===== config.mk =====
export PLATFORM = sky130hd
export DESIGN_NAME = flash_prefetch
export DESIGN_NICKNAME = d
export VERILOG_FILES = /design/src/rtl/flash_pkg.sv /design/src/rtl/flash_prefetch.sv
export SDC_FILE = /design/constraint.sdc
export NUM_CORES = 1
export LEC_CHECK = 0
export BUFFER_PORTS_ARGS = -buffer_cell sky130_fd_sc_hd__buf_2
export CAP_MARGIN = 30
export CORE_MARGIN = 3
export CORE_UTILIZATION = 55
export CTS_BUF_LIST = sky130_fd_sc_hd__clkbuf_16
export CTS_CLUSTER_SIZE = 28
export DETAILED_ROUTE_END_ITERATION = 12
export GPL_ROUTABILITY_DRIVEN = 0
export PLACE_DENSITY = 0.92
export SKIP_LAST_GASP = 1
export SYNTH_ARGS = -nofsm -noshare
export SYNTH_HDL_FRONTEND = slang
export SYNTH_SLANG_ARGS = --single-unit

===== constraint.sdc =====
create_clock -name sys_clk -period 4.1 [get_ports sys_clk]
set_input_delay 0.205 -clock sys_clk [delete_from_list [all_inputs] [get_ports sys_clk]]
set_output_delay 0.205 -clock sys_clk [all_outputs]
set_load 0.01 [all_outputs]

===== src/rtl/flash_pkg.sv =====
// Shared definitions for the flash prefetch line buffer.
package flash_pkg;

  localparam int unsigned LineWords = 4;

  typedef enum logic [1:0] {
    StIdle,
    StFill,
    StPass,
    StAck
  } flash_state_e;

endpackage


===== src/rtl/flash_prefetch.sv =====
// Single-line read prefetch buffer between a 32-bit Wishbone CPU port and a slow flash controller.
// Full-word reads are served from a 4-word line; everything else is passed straight through.
module flash_prefetch
  import flash_pkg::*;
#(
  parameter int unsigned adr_width  = 22,
  parameter int unsigned line_words = LineWords
) (
  input  logic        sys_clk,
  input  logic        sys_rst,
  input  logic [31:0] s_wb_adr_i,
  input  logic [31:0] s_wb_dat_i,
  output logic [31:0] s_wb_dat_o,
  input  logic [3:0]  s_wb_sel_i,
  input  logic        s_wb_stb_i,
  input  logic        s_wb_cyc_i,
  input  logic        s_wb_we_i,
  output logic        s_wb_ack_o,
  output logic [31:0] m_wb_adr_o,
  output logic [31:0] m_wb_dat_o,
  input  logic [31:0] m_wb_dat_i,
  output logic [3:0]  m_wb_sel_o,
  output logic        m_wb_stb_o,
  output logic        m_wb_cyc_o,
  output logic        m_wb_we_o,
  input  logic        m_wb_ack_i,
  input  logic        invalidate
);

  localparam int unsigned TagW = adr_width - 3;

  flash_state_e state_q, state_d;

  logic [31:0]     line_q [line_words];
  logic [TagW-1:0] tag_q;
  logic            valid_q;
  logic [1:0]      word_q;
  logic [1:0]      req_word_q;
  logic            live_q;
  logic            inv_pend_q;
  logic [31:0]     s_dat_q;
  logic [31:0]     m_adr_q;
  logic [31:0]     m_dat_q;
  logic [3:0]      m_sel_q;
  logic            m_cyc_q;
  logic            m_stb_q;
  logic            m_we_q;

  logic req, cacheable, tag_hit, hit, resp_live;

  assign req       = s_wb_cyc_i & s_wb_stb_i;
  assign cacheable = req & ~s_wb_we_i & (s_wb_sel_i == 4'b1111);
  assign tag_hit   = (s_wb_adr_i[adr_width:4] == tag_q);
  assign hit       = cacheable & valid_q & tag_hit;
  // The CPU is still waiting only if it has held cyc for the whole downstream access.
  assign resp_live = live_q & s_wb_cyc_i;

  always_ff @(posedge sys_clk or posedge sys_rst) begin
    if (sys_rst) begin
      state_q <= StIdle;
    end else begin
      state_q <= state_d;
    end
  end

  always_comb begin
    state_d = state_q;
    unique case (state_q)
      StIdle: begin
        if (req) begin
          state_d = hit ? StAck : (cacheable ? StFill : StPass);
        end
      end
      StFill: begin
        if (m_wb_ack_i && (word_q == 2'd3)) begin
          state_d = resp_live ? StAck : StIdle;
        end
      end
      StPass: begin
        if (m_wb_ack_i) begin
          state_d = resp_live ? StAck : StIdle;
        end
      end
      StAck:   state_d = StIdle;
      default: state_d = StIdle;
    endcase
  end

  always_comb begin
    s_wb_ack_o = (state_q == StAck);
    s_wb_dat_o = s_dat_q;
    m_wb_adr_o = m_adr_q;
    m_wb_dat_o = m_dat_q;
    m_wb_sel_o = m_sel_q;
    m_wb_cyc_o = m_cyc_q;
    m_wb_stb_o = m_stb_q;
    m_wb_we_o  = m_we_q;
  end

  always_ff @(posedge sys_clk or posedge sys_rst) begin
    if (sys_rst) begin
      valid_q    <= 1'b0;
      tag_q      <= '0;
      word_q     <= 2'd0;
      req_word_q <= 2'd0;
      live_q     <= 1'b0;
      inv_pend_q <= 1'b0;
      s_dat_q    <= '0;
      m_adr_q    <= '0;
      m_dat_q    <= '0;
      m_sel_q    <= '0;
      m_cyc_q    <= 1'b0;
      m_stb_q    <= 1'b0;
      m_we_q     <= 1'b0;
    end else begin
      if (invalidate) begin
        valid_q <= 1'b0;
      end
      unique case (state_q)
        StIdle: begin
          if (req) begin
            live_q <= 1'b1;
            if (hit) begin
              s_dat_q <= line_q[s_wb_adr_i[3:2]];
            end else if (cacheable) begin
              m_adr_q    <= {s_wb_adr_i[31:4], 4'b0000};
              m_sel_q    <= 4'b1111;
              m_we_q     <= 1'b0;
              m_cyc_q    <= 1'b1;
              m_stb_q    <= 1'b1;
              word_q     <= 2'd0;
              req_word_q <= s_wb_adr_i[3:2];
              valid_q    <= 1'b0;
              inv_pend_q <= invalidate;
            end else begin
              m_adr_q <= s_wb_adr_i;
              m_dat_q <= s_wb_dat_i;
              m_sel_q <= s_wb_sel_i;
              m_we_q  <= s_wb_we_i;
              m_cyc_q <= 1'b1;
              m_stb_q <= 1'b1;
              if (s_wb_we_i && tag_hit) begin
                valid_q <= 1'b0;
              end
            end
          end
        end
        StFill: begin
          if (invalidate) begin
            inv_pend_q <= 1'b1;
          end
          if (!s_wb_cyc_i) begin
            live_q <= 1'b0;
          end
          if (m_wb_ack_i) begin
            if (word_q == req_word_q) begin
              s_dat_q <= m_wb_dat_i;
            end
            word_q        <= word_q + 2'd1;
            m_adr_q[3:2]  <= word_q + 2'd1;
            if (word_q == 2'd3) begin
              tag_q   <= m_adr_q[adr_width:4];
              valid_q <= ~(inv_pend_q | invalidate);
              m_cyc_q <= 1'b0;
              m_stb_q <= 1'b0;
            end
          end
        end
        StPass: begin
          if (!s_wb_cyc_i) begin
            live_q <= 1'b0;
          end
          if (m_wb_ack_i) begin
            s_dat_q <= m_wb_dat_i;
            m_cyc_q <= 1'b0;
            m_stb_q <= 1'b0;
            m_we_q  <= 1'b0;
          end
        end
        default: ;
      endcase
    end
  end

  // Line storage needs no reset; valid_q guards it.
  always_ff @(posedge sys_clk) begin
    if ((state_q == StFill) && m_wb_ack_i) begin
      line_q[word_q] <= m_wb_dat_i;
    end
  end

endmodule


# [Word level (Yosys, flattened, before mapping)]
# Memory sizes are Yosys's and may differ from the RTL's.
# Index checks and enable logic that the tools add are counted.
[totals] out_inout_bits=104 memories=1 in_bits=107 register_bits=130 ramBits=128
[mem_list] name="line_q" words=4 width=32 read_ports=1 rd_ports_with_merged_regs=0 write_ports=1 line="flash_prefetch.sv:34" text="logic [31:0] line_q [line_words];"
[classes] n_mux=51 bitwise_logic=11 n_reduce_logical=21 n_eq_ne=18 n_addsub=1
[ops] cell="32-bit 2-to-1 mux" count=5
[ops] cell="32-bit case mux with 3 select lines" count=1
[ops] cell="1-bit 2-to-1 mux" count=23
[ops] cell="2-bit != test, second input constant" count=11
[ops] cell="2-bit 2-to-1 mux" count=10
[ops] cell="19-bit equality test" count=1
[ops] cell="4-bit 2-to-1 mux" count=4
[ops] cell="4-bit AND reduction" count=4
[ops] cell="3-bit AND reduction" count=4
[ops] cell="6-bit AND reduction" count=2
[ops] cell="5-bit AND reduction" count=2
[ops] cell="1-bit case mux with 2 select lines" count=4
[ops] cell="2-bit case mux with 2 select lines" count=2
[ops] cell="2-bit case mux with 4 select lines" count=1
[ops] cell="1-bit bitwise AND" count=6
[ops] cell="2-bit equality test, second input constant" count=3
[ops] cell="2-bit nonzero test" count=3
[ops] cell="4-bit equality test, second input constant" count=1
[ops] cell="1-bit inverter" count=4
[ops] cell="1-bit logical AND" count=3
[ops] cell="1-bit case mux with 3 select lines" count=1
[ops] cell="3-bit nonzero test" count=1
[ops] cell="2-bit by 1-bit adder with 2-bit output, second input constant" count=1
[ops] cell="2-bit by 1-bit equality test with 1-bit output, second input constant" count=1
[ops] cell="other kinds (4)" count=4

# [Longest topological paths before layout]
# Gate-level depths: netlist (run 1).
[depth] word_depth=8 mapped_depth=9 mapped_depth_nobuf=7

# [Least setup slack after synthesis (run 1)]
# No wires, ideal clock.
[synth_path] path_kind="reg2reg" from="register state_q[1]" to="memory line_q[2][0], enable pin" arrival_time_ps=1840 n_path_buf=1 slack_ps=1868 period_less_slack_ps=2232 path_stages_with_launch=5 setup_ps=392 cell_sequence="dfrtp_1 inv_1 ha_1 clkbuf_1 and3_1"
[synth_between] elab_chain_len=4
[synth_rtl] element="from (decl)" line="flash_prefetch.sv:32" text="flash_state_e state_q, state_d;"
[synth_rtl] element="from (signal assigned)" line="flash_prefetch.sv:60" text="state_q <= StIdle;"
[synth_rtl] element="from (signal assigned)" line="flash_prefetch.sv:62" text="state_q <= state_d;"
[synth_rtl] element="2-bit by 1-bit equality test with 1-bit output" line="flash_prefetch.sv:187" text="if ((state_q == StFill) && m_wb_ack_i) begin"
[synth_rtl] element="1-bit logical AND" line="flash_prefetch.sv:187"
[synth_rtl] element="1-bit 2-to-1 mux" line="flash_prefetch.sv:187"
[synth_rtl] element="1-bit 2-to-1 mux (implied by the code)" line="flash_prefetch.sv:188" text="line_q[word_q] <= m_wb_dat_i;"
[synth_rtl] element="to (decl)" line="flash_prefetch.sv:34"
# Every way passes these cells.

# [Worst setup path in the final report (run 1)]
[layout_path] from="register tag_q[14]" to="register m_adr_q[16], in the netlist m_wb_adr_o[16]"
[layout_between] elab_chain_len=4
[layout_rtl] element="from (decl)" line="flash_prefetch.sv:35" text="logic [TagW-1:0] tag_q;"
[layout_rtl] element="from (signal assigned)" line="flash_prefetch.sv:162" text="tag_q <= m_adr_q[adr_width:4];"
[layout_rtl] element="19-bit equality test" line="flash_prefetch.sv:53" text="assign tag_hit = (s_wb_adr_i[adr_width:4] == tag_q);"
[layout_rtl] element="1-bit bitwise AND" line="flash_prefetch.sv:54" text="assign hit = cacheable & valid_q & tag_hit;"
[layout_rtl] element="1-bit inverter (no line)"
[layout_rtl] element="3-bit AND reduction (no line)"
[layout_rtl] element="to (signal assigned)" line="flash_prefetch.sv:126" text="m_adr_q <= {s_wb_adr_i[31:4], 4'b0000};"
[layout_rtl] element="to (signal assigned)" line="flash_prefetch.sv:136" text="m_adr_q <= s_wb_adr_i;"
[layout_rtl] element="to (decl)" line="flash_prefetch.sv:42" text="logic [31:0] m_adr_q;"
# Every way passes these cells.
# A chain may end at the register's enable or synchronous reset.

==> results.md, run 1 <==
- CTS Buf Count: 26
- Clock sink total: 258
- Largest net degree at the start of global routing: 100
- Grt met1 use: 29.47%
- Hold/Removal Path Class: in2reg
- Layout Utilization: 72.92%
- Cell Chain, Critical Path: xor2_1, nor4_1, nand4_1, or3b_4, o21a_2, buf_4, mux2_4
- Share of layout cells above drive strength 1: 47.71%
- Vias in the first global route: 7193
- Hold path endpoint: valid_q
- Initial antenna violation count: 1
- Final hold vios: 0
- Worst skew pair latency: 0.52 ns
- Clock power share: 23.9%
- Rows: 50
- DRC: 0
- Fin. max-slew vios: 0
- Fill count: 1115
- Hold WS: 0.06715 ns
- Maximum vdd drop: 0.3936 mV
- CP max FO: 20
- Most frequent cells in the layout: 210 x buf_2, 130 x dfrtp_1, 128 x edfxtp_1, 125 x mux2_2, 101 x dlygate4sd3_1
- # port buffers: 210
- CTS clk-pin slew, worst paths: 0.06 ns
- Max Cap Viol: 0
- M3 GR Usage: 4.962%
- Setup slack, reg-to-reg: 1.26 ns
- Final ANT Viol Nets: 0
- Register area: 0.007097 sq mm
- P_leak: 5.859 nW
- Post-DP HPWL: 14130 um
- Library cells used by synthesis: 38
- WL final: 25100 um
- Final Cycle Share: 69.31%
- Starting DRT DRC Count: 304
- Slowest Stage Delay on Critical Path: 0.46 ns
- Max Freq: 351.9 MHz
- Slowest cell on the critical path: or3b_4
- First-pass GRT wire length: 38870 um
- RSZ-0062 raised after global routing: no
- Crit. End Element: flop
- Chip Height: 144.8 um
- Final #Nets: 1035
- Setup-failing EPs final: 0
- Critical R2R Launch: tag_q[14]
- Switching share of power: 31.19%
- Vias per cell: 5.433
- Crit Path Category: reg2reg
- Cell internal pwr: 6.323 mW
- Via count: 6514
- Post-synth ARST share: 50.39%
- Max transition margin: 36.74%
- Commonest non-fill, non-tap cell in the layout: buf_2
- H-tree levels: 1
- Synth Instances: 599
- PwrDens: 669.2 mW/mm^2
- Ant diodes: 0
- Switching pwr: 2.866 mW
- Critical Path RT: 4.50 ns
- Hold depth: 3
- Number of synthesized register bits: 258
- Die area: 0.02097 sq mm
- Arrival @ worst endpoint: 3.24 ns
- Register area share after synthesis: 66.96%
- Drt pass-1 iters: 4
- Combinational share of power: 33.9%
- Synth-to-Final Area Change: 29.55%
- Fin Clk Skew: 0.01123 ns
- Top Ports: 211
- Status: complete, no violations
- Type of origin of the critical path: flop
- Die W: 144.8 um
- WL/cell: 20.94 um
- M2 GR Usage: 43.88%
- GRT Total Usage: 24.24%
- Dpl cells: 1051
- Gr busiest metal: met2
- Seq pwr share: 42.2%
- Hold path startpoint: s_wb_we_i
- Crit path time final: 2.842 ns
- Worst Tran Pin Value: 0.9488 ns
- R2R cell count: 7
- Reg-to-Reg End: m_wb_adr_o[16]
- CTS root buf: clkbuf_16
- Most used DFF post-synth: dfrtp_1
- Gr ovfl total: 0
- Setup TNS: 0 ns
- Clock Path Buffers: 3
- CTS tree: built
- Initial Utilization: 56.29%
- Core area: 0.01883 sq mm
- Syn_nets: 714
- Synthesized area per cell: 17.69 sq um
- Cell Area, Synth: 0.01060 sq mm
- Ys Warns: 0
- Non-Filler Instances: 1199
- Multi-input logic area: 0.003313 sq mm
- Post-synth EDFFs: 128
[cells by family (layout without fill, tap and decap cells)]
group / count (synthesis) / in the layout / synth area share [%]
and+or+nand+nor: 48 / 48 / 2.314
buffers and inverters: 45 / 385 / 1.983
DFF: 258 / 258 / 66.96
adders and majority gates: 8 / 8 / 0.9444
muxes: 187 / 187 / 24.24
AOI/OAI and AO/OA: 32 / 32 / 1.830
xor gates and xnor gates: 21 / 21 / 1.735
[cell usage after synthesis (all sizes together) (2+ instances only)]
| master | instances | share of area (%) |
|---|---|---|
| nand4 | 3 | 0.18 |
| ha | 8 | 0.94 |
| o21ai | 9 | 0.42 |
| clkbuf | 17 | 0.60 |
| nor2b | 3 | 0.18 |
| mux4 | 32 | 6.8 |
| mux2i | 2 | 0.19 |
| a31oi | 4 | 0.24 |
| o211ai | 3 | 0.21 |
| a21oi | 7 | 0.33 |
| xor2 | 21 | 1.7 |
| buf | 11 | 0.78 |
| dfrtp | 130 | 31 |
| inv | 17 | 0.60 |
| nand3 | 3 | 0.14 |
| edfxtp | 128 | 36 |
| mux2 | 153 | 17 |
| nor3 | 2 | 0.094 |
| nor2 | 9 | 0.32 |
| nor4 | 5 | 0.30 |
| nand2 | 14 | 0.50 |
| and3 | 3 | 0.18 |
| o22ai | 4 | 0.24 |
[sequential cells by signal, summed over array words and instances, names as in the netlist]
name	flops
live_q	1
m_wb_dat_o	32
s_wb_dat_o	32
line_q	128
state_q	2
m_wb_adr_o	32
req_word_q	2
tag_q	19
m_wb_we_o	1
m_wb_sel_o	4
valid_q	1
word_q	2
m_wb_stb_o	1
inv_pend_q	1
[timing repair]
item,4_1_cts,5_1_grt
resized for setup,0,0
endpoints found under the setup margin,0,0
hold buffers,101,0
hold endpoints to repair,294,0
setup buffers,0,0
[how the worst max path moves through the flow]
| stage | start | endpoint | slack, ns | depth (start not counted) |
|---|---|---|---|---|
| global route | state_q[0] | m_wb_adr_o[16] | 1.14 | 7 |
| finish | tag_q[14] | m_wb_adr_o[16] | 1.26 | 7 |
| global placement | tag_q[18] | m_wb_adr_o[16] | 1.39 | 7 |
| detailed placement | tag_q[18] | m_wb_adr_o[18] | 1.34 | 7 |
| CTS | tag_q[18] | m_wb_adr_o[8] | 1.33 | 7 |
| floorplan | sys_rst | inv_pend_q | 0.43 | 1 |
[layout make-up]
type | count | area share (%)
inverters | 17 | 0.5012
clock inverters | 20 | 0.8292
clock buffers | 27 | 4.921
well taps | 260 | 2.369
repair buffers | 321 | 15.56
flip-flops and latches | 258 | 51.69
multi-input cells | 296 | 24.13
[critical path: cells and delay by family, from the launching register on]
family                 cells  cell delay [ns]
buffers and inverters      1             0.30
multiplexers               1             0.32
AND/OR/NAND/NOR            3             1.06
XOR/XNOR                   1             0.20
AO/OA/AOI/OAI              1             0.43
flip-flops                 1             0.41
[routing by layer]
layer | part of all wire (%) | wire length (um)
met2 | 53 | 13270
met4 | 2.7 | 679
met1 | 38 | 9543
met5 | 0.072 | 18
met3 | 6.4 | 1596
[power by group through the flow]
stage | clock, mW | combinational [mW] | sequential (mW)
floorplan | 0 | 1.76 | 4.06
global placement | 0 | 2.90 | 3.83
detailed placement | 0 | 3.01 | 3.87
CTS | 2.23 | 3.10 | 3.84
global route | 2.35 | 3.36 | 3.95
finish | 2.20 | 3.12 | 3.87
[through the flow]
stage	worst slack, ns	power, mW	area (sq um)
final	1.258	9.189	13730
after global routing	1.140	9.660	13730
after CTS	1.332	9.173	13730
after detailed placement	1.335	6.887	11930
after global placement	1.393	6.734	11930
after floorplan	0.4257	5.814	10600
No activity file was read; power rests on OpenSTA's default activity.
==> inputs of run 2 (changes only) <==
--- a/config.mk
+++ b/config.mk
@@ -5,6 +5,7 @@
 export SDC_FILE = /design/constraint.sdc
 export NUM_CORES = 1
 export LEC_CHECK = 0
+export ABC_AREA = 1
 export BUFFER_PORTS_ARGS = -buffer_cell sky130_fd_sc_hd__buf_2
 export CAP_MARGIN = 30
 export CORE_MARGIN = 3
@@ -13,7 +14,7 @@
 export CTS_CLUSTER_SIZE = 28
 export DETAILED_ROUTE_END_ITERATION = 12
 export GPL_ROUTABILITY_DRIVEN = 0
-export PLACE_DENSITY = 0.92
+export PLACE_DENSITY = 0.91
 export SKIP_LAST_GASP = 1
 export SYNTH_ARGS = -nofsm -noshare
 export SYNTH_HDL_FRONTEND = slang
==> constraint.sdc (replaced) <==
create_clock -name sys_clk -period 2.69 [get_ports sys_clk]
set_input_delay 0.1345 -clock sys_clk [delete_from_list [all_inputs] [get_ports sys_clk]]
set_output_delay 0.1345 -clock sys_clk [all_outputs]
set_load 0.01 [all_outputs]
==> run 2 against run 1 <==
- die area increased by 3.4%
- sequential cell count unchanged
- register-to-register slack got worse by 0.99 ns
- core utilization decreased by 0.52 points
- combinational power increased by 44%
- clock power increased by 51%
- clock skew decreased by 0.00089 ns
==> results.md, run 2 <==
- Register area share after synthesis: 64.66%
- Vias per cell: 5.516
- Max Freq: 413.5 MHz
- Hold/Removal Path Class: in2reg
- Top-area cell type share of the netlist area: 35.02%
- Most frequent cells in the layout: 378 x nand2_1, 210 x buf_2, 130 x dfrtp_1, 128 x edfxtp_1, 102 x dlygate4sd3_1
- Initial Utilization: 56.21%
- Cell Chain, Critical Path: inv_1, nand2_1, nand2_1, nand2_1, nor2_1, nand3_1, nor2_2, nand2_4, nand2_4, nand2_4, nand2_1, nand2_1
- Fill count: 1255
- Dpl cells: 1493
- Slowest cell on the critical path: nand2_4
- Cell Area, Synth: 0.01098 sq mm
- # port buffers: 210
- Worst skew pair latency: 0.53 ns
- Fin. max-slew vios: 0
- Reg-to-Reg End: s_wb_dat_o[26]
- Clock power share: 24.5%
- Vias in the first global route: 9297
- Core area: 0.01953 sq mm
- Die area: 0.02169 sq mm
- Drt pass-1 iters: 5
- PwrDens: 957.5 mW/mm^2
- Critical Path RT: 3.10 ns
- RSZ-0062 raised after global routing: no
- Post-synth ARST share: 50.39%
- Synthesized area per cell: 10.43 sq um
- Arrival @ worst endpoint: 2.83 ns
- Commonest non-fill, non-tap cell in the layout: nand2_1
- GRT Total Usage: 26.43%
- Total power: 13.54 mW
- Maximum vdd drop: 0.7280 mV
- Via count: 9063
- Post-Synth XOR/XNOR Area: 0.3192%
- Share of layout cells above drive strength 1: 21.35%
- Gr ovfl total: 0
- Synth area leaders: edfxtp_1 35%, dfrtp_1 30%, nand2_1 13%, a32o_1 2.9%, nand3_1 2.9%
- Buf+Inv Stages, Crit Path: 1
- Max FFs per register: 128
- WL final: 28880 um
- CTS root buf: clkbuf_16
- Slowest Stage Delay on Critical Path: 0.40 ns
- Synth top cells by count: 378 x nand2_1, 130 x dfrtp_1, 128 x edfxtp_1, 63 x nand3_1
- R2R cell count: 12
- Multiplexer share of the synthesized area: 3.283%
- Synth Instances: 1052
- Library cells used by synthesis: 30
- Setup TNS: 0 ns
- Hold depth: 6
- Worst Tran Pin Value: 0.7015 ns
- Seq pwr share: 42.3%
- Rows: 51
- Crit path top cell by count: nand2_1
- Setup slack after layout: 0.2716 ns
- Post-synth EDFFs: 128
- Hold path startpoint: s_wb_stb_i
- Non-Filler Instances: 1643
- Chip Height: 147.3 um
- First-pass GRT wire length: 46470 um
- Switching share of power: 36.04%
- Final Cycle Share: 89.90%
- DRC: 0
- Compound-gate portion of the synthesized area: 8.003%
- Max transition margin: 53.23%
- Critical R2R Launch: tag_q[17]
- Clock sink total: 258
- Synth-to-Final Area Change: 28.81%
- Simple-gate share of the synthesized area: 17.98%
- Ys Warns: 0
- Largest family of logic cells by synthesized area: simple AND/OR/NAND/NOR gates
- Fin Clk Skew: 0.01034 ns
- Post-DP HPWL: 16920 um
- Initial antenna violation count: 1
- Final hold vios: 0
- Crit Path Category: reg2reg
- Place WS: 0.3980 ns
- Combinational share of power: 33.2%
- CTS Buf Count: 26
- Crit path max-delay family: simple AND/OR/NAND/NOR gates
- Setup-failing EPs final: 0
- Final ANT Viol Nets: 0
- Switching pwr: 4.879 mW
- Cell internal pwr: 8.658 mW
- Final #Nets: 1473
- Most used DFF post-synth: dfrtp_1
- Starting DRT DRC Count: 805
- Most flops, register: line_q
- Synth Area in Adders: 0.9120%
- Synth area leader: edfxtp_1
- Die W: 147.3 um
- Type of origin of the critical path: flop
- Count leader, synth: nand2_1
- CTS clk-pin slew, worst paths: 0.06 ns
- WL/cell: 17.58 um
- Clock Path Buffers: 3
- CTS tree: built
- Crit. End Element: flop
- Max Cap Viol: 0
- Status: complete, no violations
- Syn_nets: 1167
- Setup slack, reg-to-reg: 0.27 ns
- Top Ports: 211
- CP max FO: 33
- Largest net degree at the start of global routing: 66
- H-tree levels: 1
- Number of synthesized register bits: 258
- P_leak: 6.532 nW
- Hold path endpoint: valid_q
- Crit path time final: 2.418 ns
## run 2: stage by stage
| stage | util, % | hold slack [ns] | instance area, sq um |
|---|---|---|---|
| CTS | 72.39 | 0.06082 | 14130 |
| detailed placement | 63.19 | 0.2495 | 12340 |
| global placement | 63.19 | 0.2445 | 12340 |
| finish | 72.40 | 0.07435 | 14140 |
| floorplan | - | 0.2334 | 10980 |
| global route | 72.40 | 0.1050 | 14140 |
## run 2: timing repair
item                                   CTS  global route
endpoints found under the hold margin  226             0
setup buffers                            0             0
hold buffers                           102             0
resized for setup                        0             0
## run 2: kinds of logic (layout without fill, tap and decap cells)
group | Yosys count | count (layout)
and+or+nand+nor | 487 | 487
AOI/OAI and AO/OA | 142 | 142
other | 0 | 1
adders and majority gates | 8 | 8
buffers and inverters | 121 | 446
xor gates and xnor gates | 4 | 4
muxes | 32 | 32
DFF | 258 | 258
## run 2: per-layer routing
layer  wire, um  GRT usage (%)  part of all wire [%]  up-vias
li1           -              -                     -     4151
met1      11130          33.69                    39     4362
met2      14460          45.41                    50      476
met3       2515          5.676                   8.7       74
met4        765          8.760                   2.6        0
met5          0              0                     0        -
## run 2: worst max path at each step
stage | start | endpoint | depth (start not counted)
CTS | tag_q[11] | s_wb_dat_o[25] | 10
global route | tag_q[11] | s_wb_dat_o[6] | 10
finish | tag_q[17] | s_wb_dat_o[26] | 12
floorplan | state_q[1] | line_q[3][0] | 6
detailed placement | tag_q[11] | s_wb_dat_o[25] | 10
global placement | tag_q[18] | s_wb_dat_o[5] | 10
## run 2: worst min-delay path, delay by kind of cell
kind | cells | cell delay (ns)
buffers and inverters | 1 | 0.10
AND/OR/NAND/NOR | 5 | 0.34
## run 2: cell type report
type / count / area, sq um / area share, %
repair buffers: 332 / 2297 / 16.25
clock inverters: 21 / 123.9 / 0.8762
diodes: 1 / 2.502 / 0.01770
well taps: 265 / 331.6 / 2.345
inverters: 67 / 255.2 / 1.805
clock buffers: 26 / 650.6 / 4.602
flip-flops and latches: 258 / 7097 / 50.20
multi-input cells: 673 / 3379 / 23.90
## run 2: power groups by stage
stage,clock network [mW],registers [mW],logic (mW)
finish,3.32,5.72,4.50
CTS,3.34,5.68,4.42
global route,3.52,5.80,4.98
floorplan,0,6.02,2.33
global placement,0,5.70,4.11
detailed placement,0,5.72,4.28
==> inputs of run 3 (changes only) <==
--- a/config.mk
+++ b/config.mk
@@ -5,11 +5,12 @@
 export SDC_FILE = /design/constraint.sdc
 export NUM_CORES = 1
 export LEC_CHECK = 0
-export ABC_AREA = 1
 export BUFFER_PORTS_ARGS = -buffer_cell sky130_fd_sc_hd__buf_2
 export CAP_MARGIN = 30
+export CELL_PAD_IN_SITES_DETAIL_PLACEMENT = 0
+export CELL_PAD_IN_SITES_GLOBAL_PLACEMENT = 1
 export CORE_MARGIN = 3
-export CORE_UTILIZATION = 55
+export CORE_UTILIZATION = 46
 export CTS_BUF_LIST = sky130_fd_sc_hd__clkbuf_16
 export CTS_CLUSTER_SIZE = 28
 export DETAILED_ROUTE_END_ITERATION = 12
==> run 3 against run 2 <==
- hold slack got worse by 0.048 ns
- routed wire length decreased by 19%
- sequential share of layout area up 0.35 points
- clock skew fell by 0.0022 ns
- clock power rose by 6.3%
- sequential cell count stayed put
- largest power group unchanged
- register-to-register slack got worse by 0.02 ns
- global-route usage decreased by 7.3 points
- first-iteration DRC count decreased by 53%
==> results.md, run 3 (synthesis results as in run 1) <==
- Fin. max-slew vios: 0
- Post-DP Area: 0.01215 sq mm
- Via count: 6456
- Worst Tran Pin Value: 0.7566 ns
- Core area: 0.02223 sq mm
- WL/cell: 18.84 um
- Hold/Removal Path Class: in2reg
- Place WS: 0.2121 ns
- CTS root buf: clkbuf_16
- Gr ovfl total: 0
- Setup-failing EPs final: 0
- First-pass GRT wire length: 37890 um
- Cell Chain, Critical Path: xor2_1, nor4_1, nand4_1, or3b_4, o21a_2, buf_12, mux2_4
- H-tree levels: 1
- PwrDens: 1013 mW/mm^2
- Rows: 54
- Final #Nets: 1049
- CTS clk-pin slew, worst paths: 0.06 ns
- CP max FO: 25
- # port buffers: 210
- Final Cycle Share: 90.72%
- Largest net degree at the start of global routing: 46
- Crit. End Element: flop
- Commonest non-fill, non-tap cell in the layout: buf_2
- Initial antenna violation count: 1
- Status: complete, no violations
- Final ANT Viol Nets: 0
- Initial Utilization: 47.68%
- # resized after CTS: 0
- Slowest Stage Delay on Critical Path: 0.46 ns
- Switching share of power: 30.32%
- Most flops, register: line_q
- Vias in the first global route: 7105
- Post-DP HPWL: 14400 um
- Setup TNS: 0 ns
- Switching pwr: 4.311 mW
- Final hold vios: 0
- Combinational share of power: 34.1%
- Buf+Inv Stages, Crit Path: 1
- Slowest cell on the critical path: or3b_4
- Die area: 0.02490 sq mm
- Fin Clk Skew: 0.008100 ns
- Crit path max-delay family: simple AND/OR/NAND/NOR gates
- Most frequent cells in the layout: 210 x buf_2, 130 x dfrtp_1, 128 x edfxtp_1, 125 x mux2_2, 103 x dlygate4sd3_1
- Clock sink total: 258
- Vias per cell: 5.223
- Drt pass-1 iters: 5
- GRT Total Usage: 19.15%
- RSZ-0062 raised after global routing: no
- Fill count: 1564
- Max transition margin: 49.45%
- Post-Layout Inst Area: 0.01404 sq mm
- Setup slack after layout: 0.2495 ns
- Die W: 157.8 um
- Starting DRT DRC Count: 380
- Chip Height: 157.8 um
- Crit Path Category: reg2reg
- Max Freq: 409.8 MHz
- Ant diodes: 0
- Crit path time final: 2.441 ns
- P_leak: 5.983 nW
- DRC: 0
- Top Ports: 211
- Seq pwr share: 41.1%
- Share of layout cells above drive strength 1: 48.01%
- Synth-to-Final Area Change: 32.45%
- Type of origin of the critical path: flop
- Clock power share: 24.8%
- Arrival @ worst endpoint: 2.84 ns
- Critical Path RT: 3.09 ns
- Clock Path Buffers: 3
- Maximum vdd drop: 0.6926 mV
- WL final: 23290 um
- Max FFs per register: 128
- CTS tree: built
- CTS Buf Count: 28
- Worst skew pair latency: 0.52 ns
- Max Cap Viol: 0
- Cell internal pwr: 9.908 mW
- Total power: 14.22 mW
[run 3: cell count changes in the layout (fill, tap and decap cells not counted), sizes merged, moves of 45 or more]
| cell | change |
|---|---|
| inv | -45 |
| mux2 | +121 |
| nand2 | -368 |
| nand3 | -60 |
| o21ai | -63 |
[run 3: cell type report]
cell class	instances	area (sq um)	area share [%]
clock inverter	24	161.4	1.150
inverter	17	67.56	0.4813
tap	280	350.3	2.496
sequential	258	7097	50.55
timing repair buffer	333	2345	16.70
multi-input combinational	296	3317	23.63
clock buffer	28	700.7	4.991
[run 3: tightest hold or removal path: stages]
cell	delay, ns
buf_2	0.11
nor2b_1	0.13
mux2_2	0.14
[run 3: worst paths after layout]
| check | slack, ns | from | cells after the start | to |
|---|---|---|---|---|
| worst min register to register | 0.50 | s_wb_dat_o[25] | 1 | s_wb_dat_o[25] |
| worst max register to register | 0.25 | tag_q[18] | 7 | m_wb_adr_o[5] |
| min in group asynchronous | 0.28 | sys_rst | 3 | m_wb_adr_o[24] |
| worst min-delay path | 0.03 | s_wb_we_i | 3 | m_wb_we_o |
| worst max-delay path | 0.25 | tag_q[18] | 7 | m_wb_adr_o[5] |
| max in group asynchronous | 1.71 | sys_rst | 4 | s_wb_dat_o[2] |
[run 3: power groups by stage]
stage | Sequential [mW] | Clock [mW] | Combinational, mW
after floorplan | 6.19 | 0 | 2.68
after global placement | 5.85 | 0 | 4.64
after detailed placement | 5.89 | 0 | 4.74
after CTS | 5.83 | 3.65 | 4.88
after global routing | 5.99 | 3.81 | 5.26
final | 5.85 | 3.53 | 4.85
[run 3: repair_timing]
| item | 4_1_cts | 5_1_grt |
|---|---|---|
| hold endpoints to repair | 228 | 0 |
| buffers inserted | 0 | 0 |
| hold buffers | 103 | 0 |
[run 3: through the flow]
step / utilization [%] / hold slack, ns / std cells
floorplan: - / 0.2334 / 599
global placement: 54.64 / 0.2987 / 1081
detailed placement: 54.64 / 0.2994 / 1081
CTS: 63.15 / 0.01186 / 1236
global route: 63.15 / 0.04460 / 1236
finish: 63.15 / 0.02590 / 1236
[run 3: routing by layer]
metal	global-route usage [%]	wire length [um]	part of all wire (%)	up-vias
li1	-	-	-	2942
met4	4.793	547	2.3	2
met2	32.93	11510	49	231
met3	4.456	1549	6.7	46
met1	24.79	9674	42	3235
met5	0	13	0.056	-
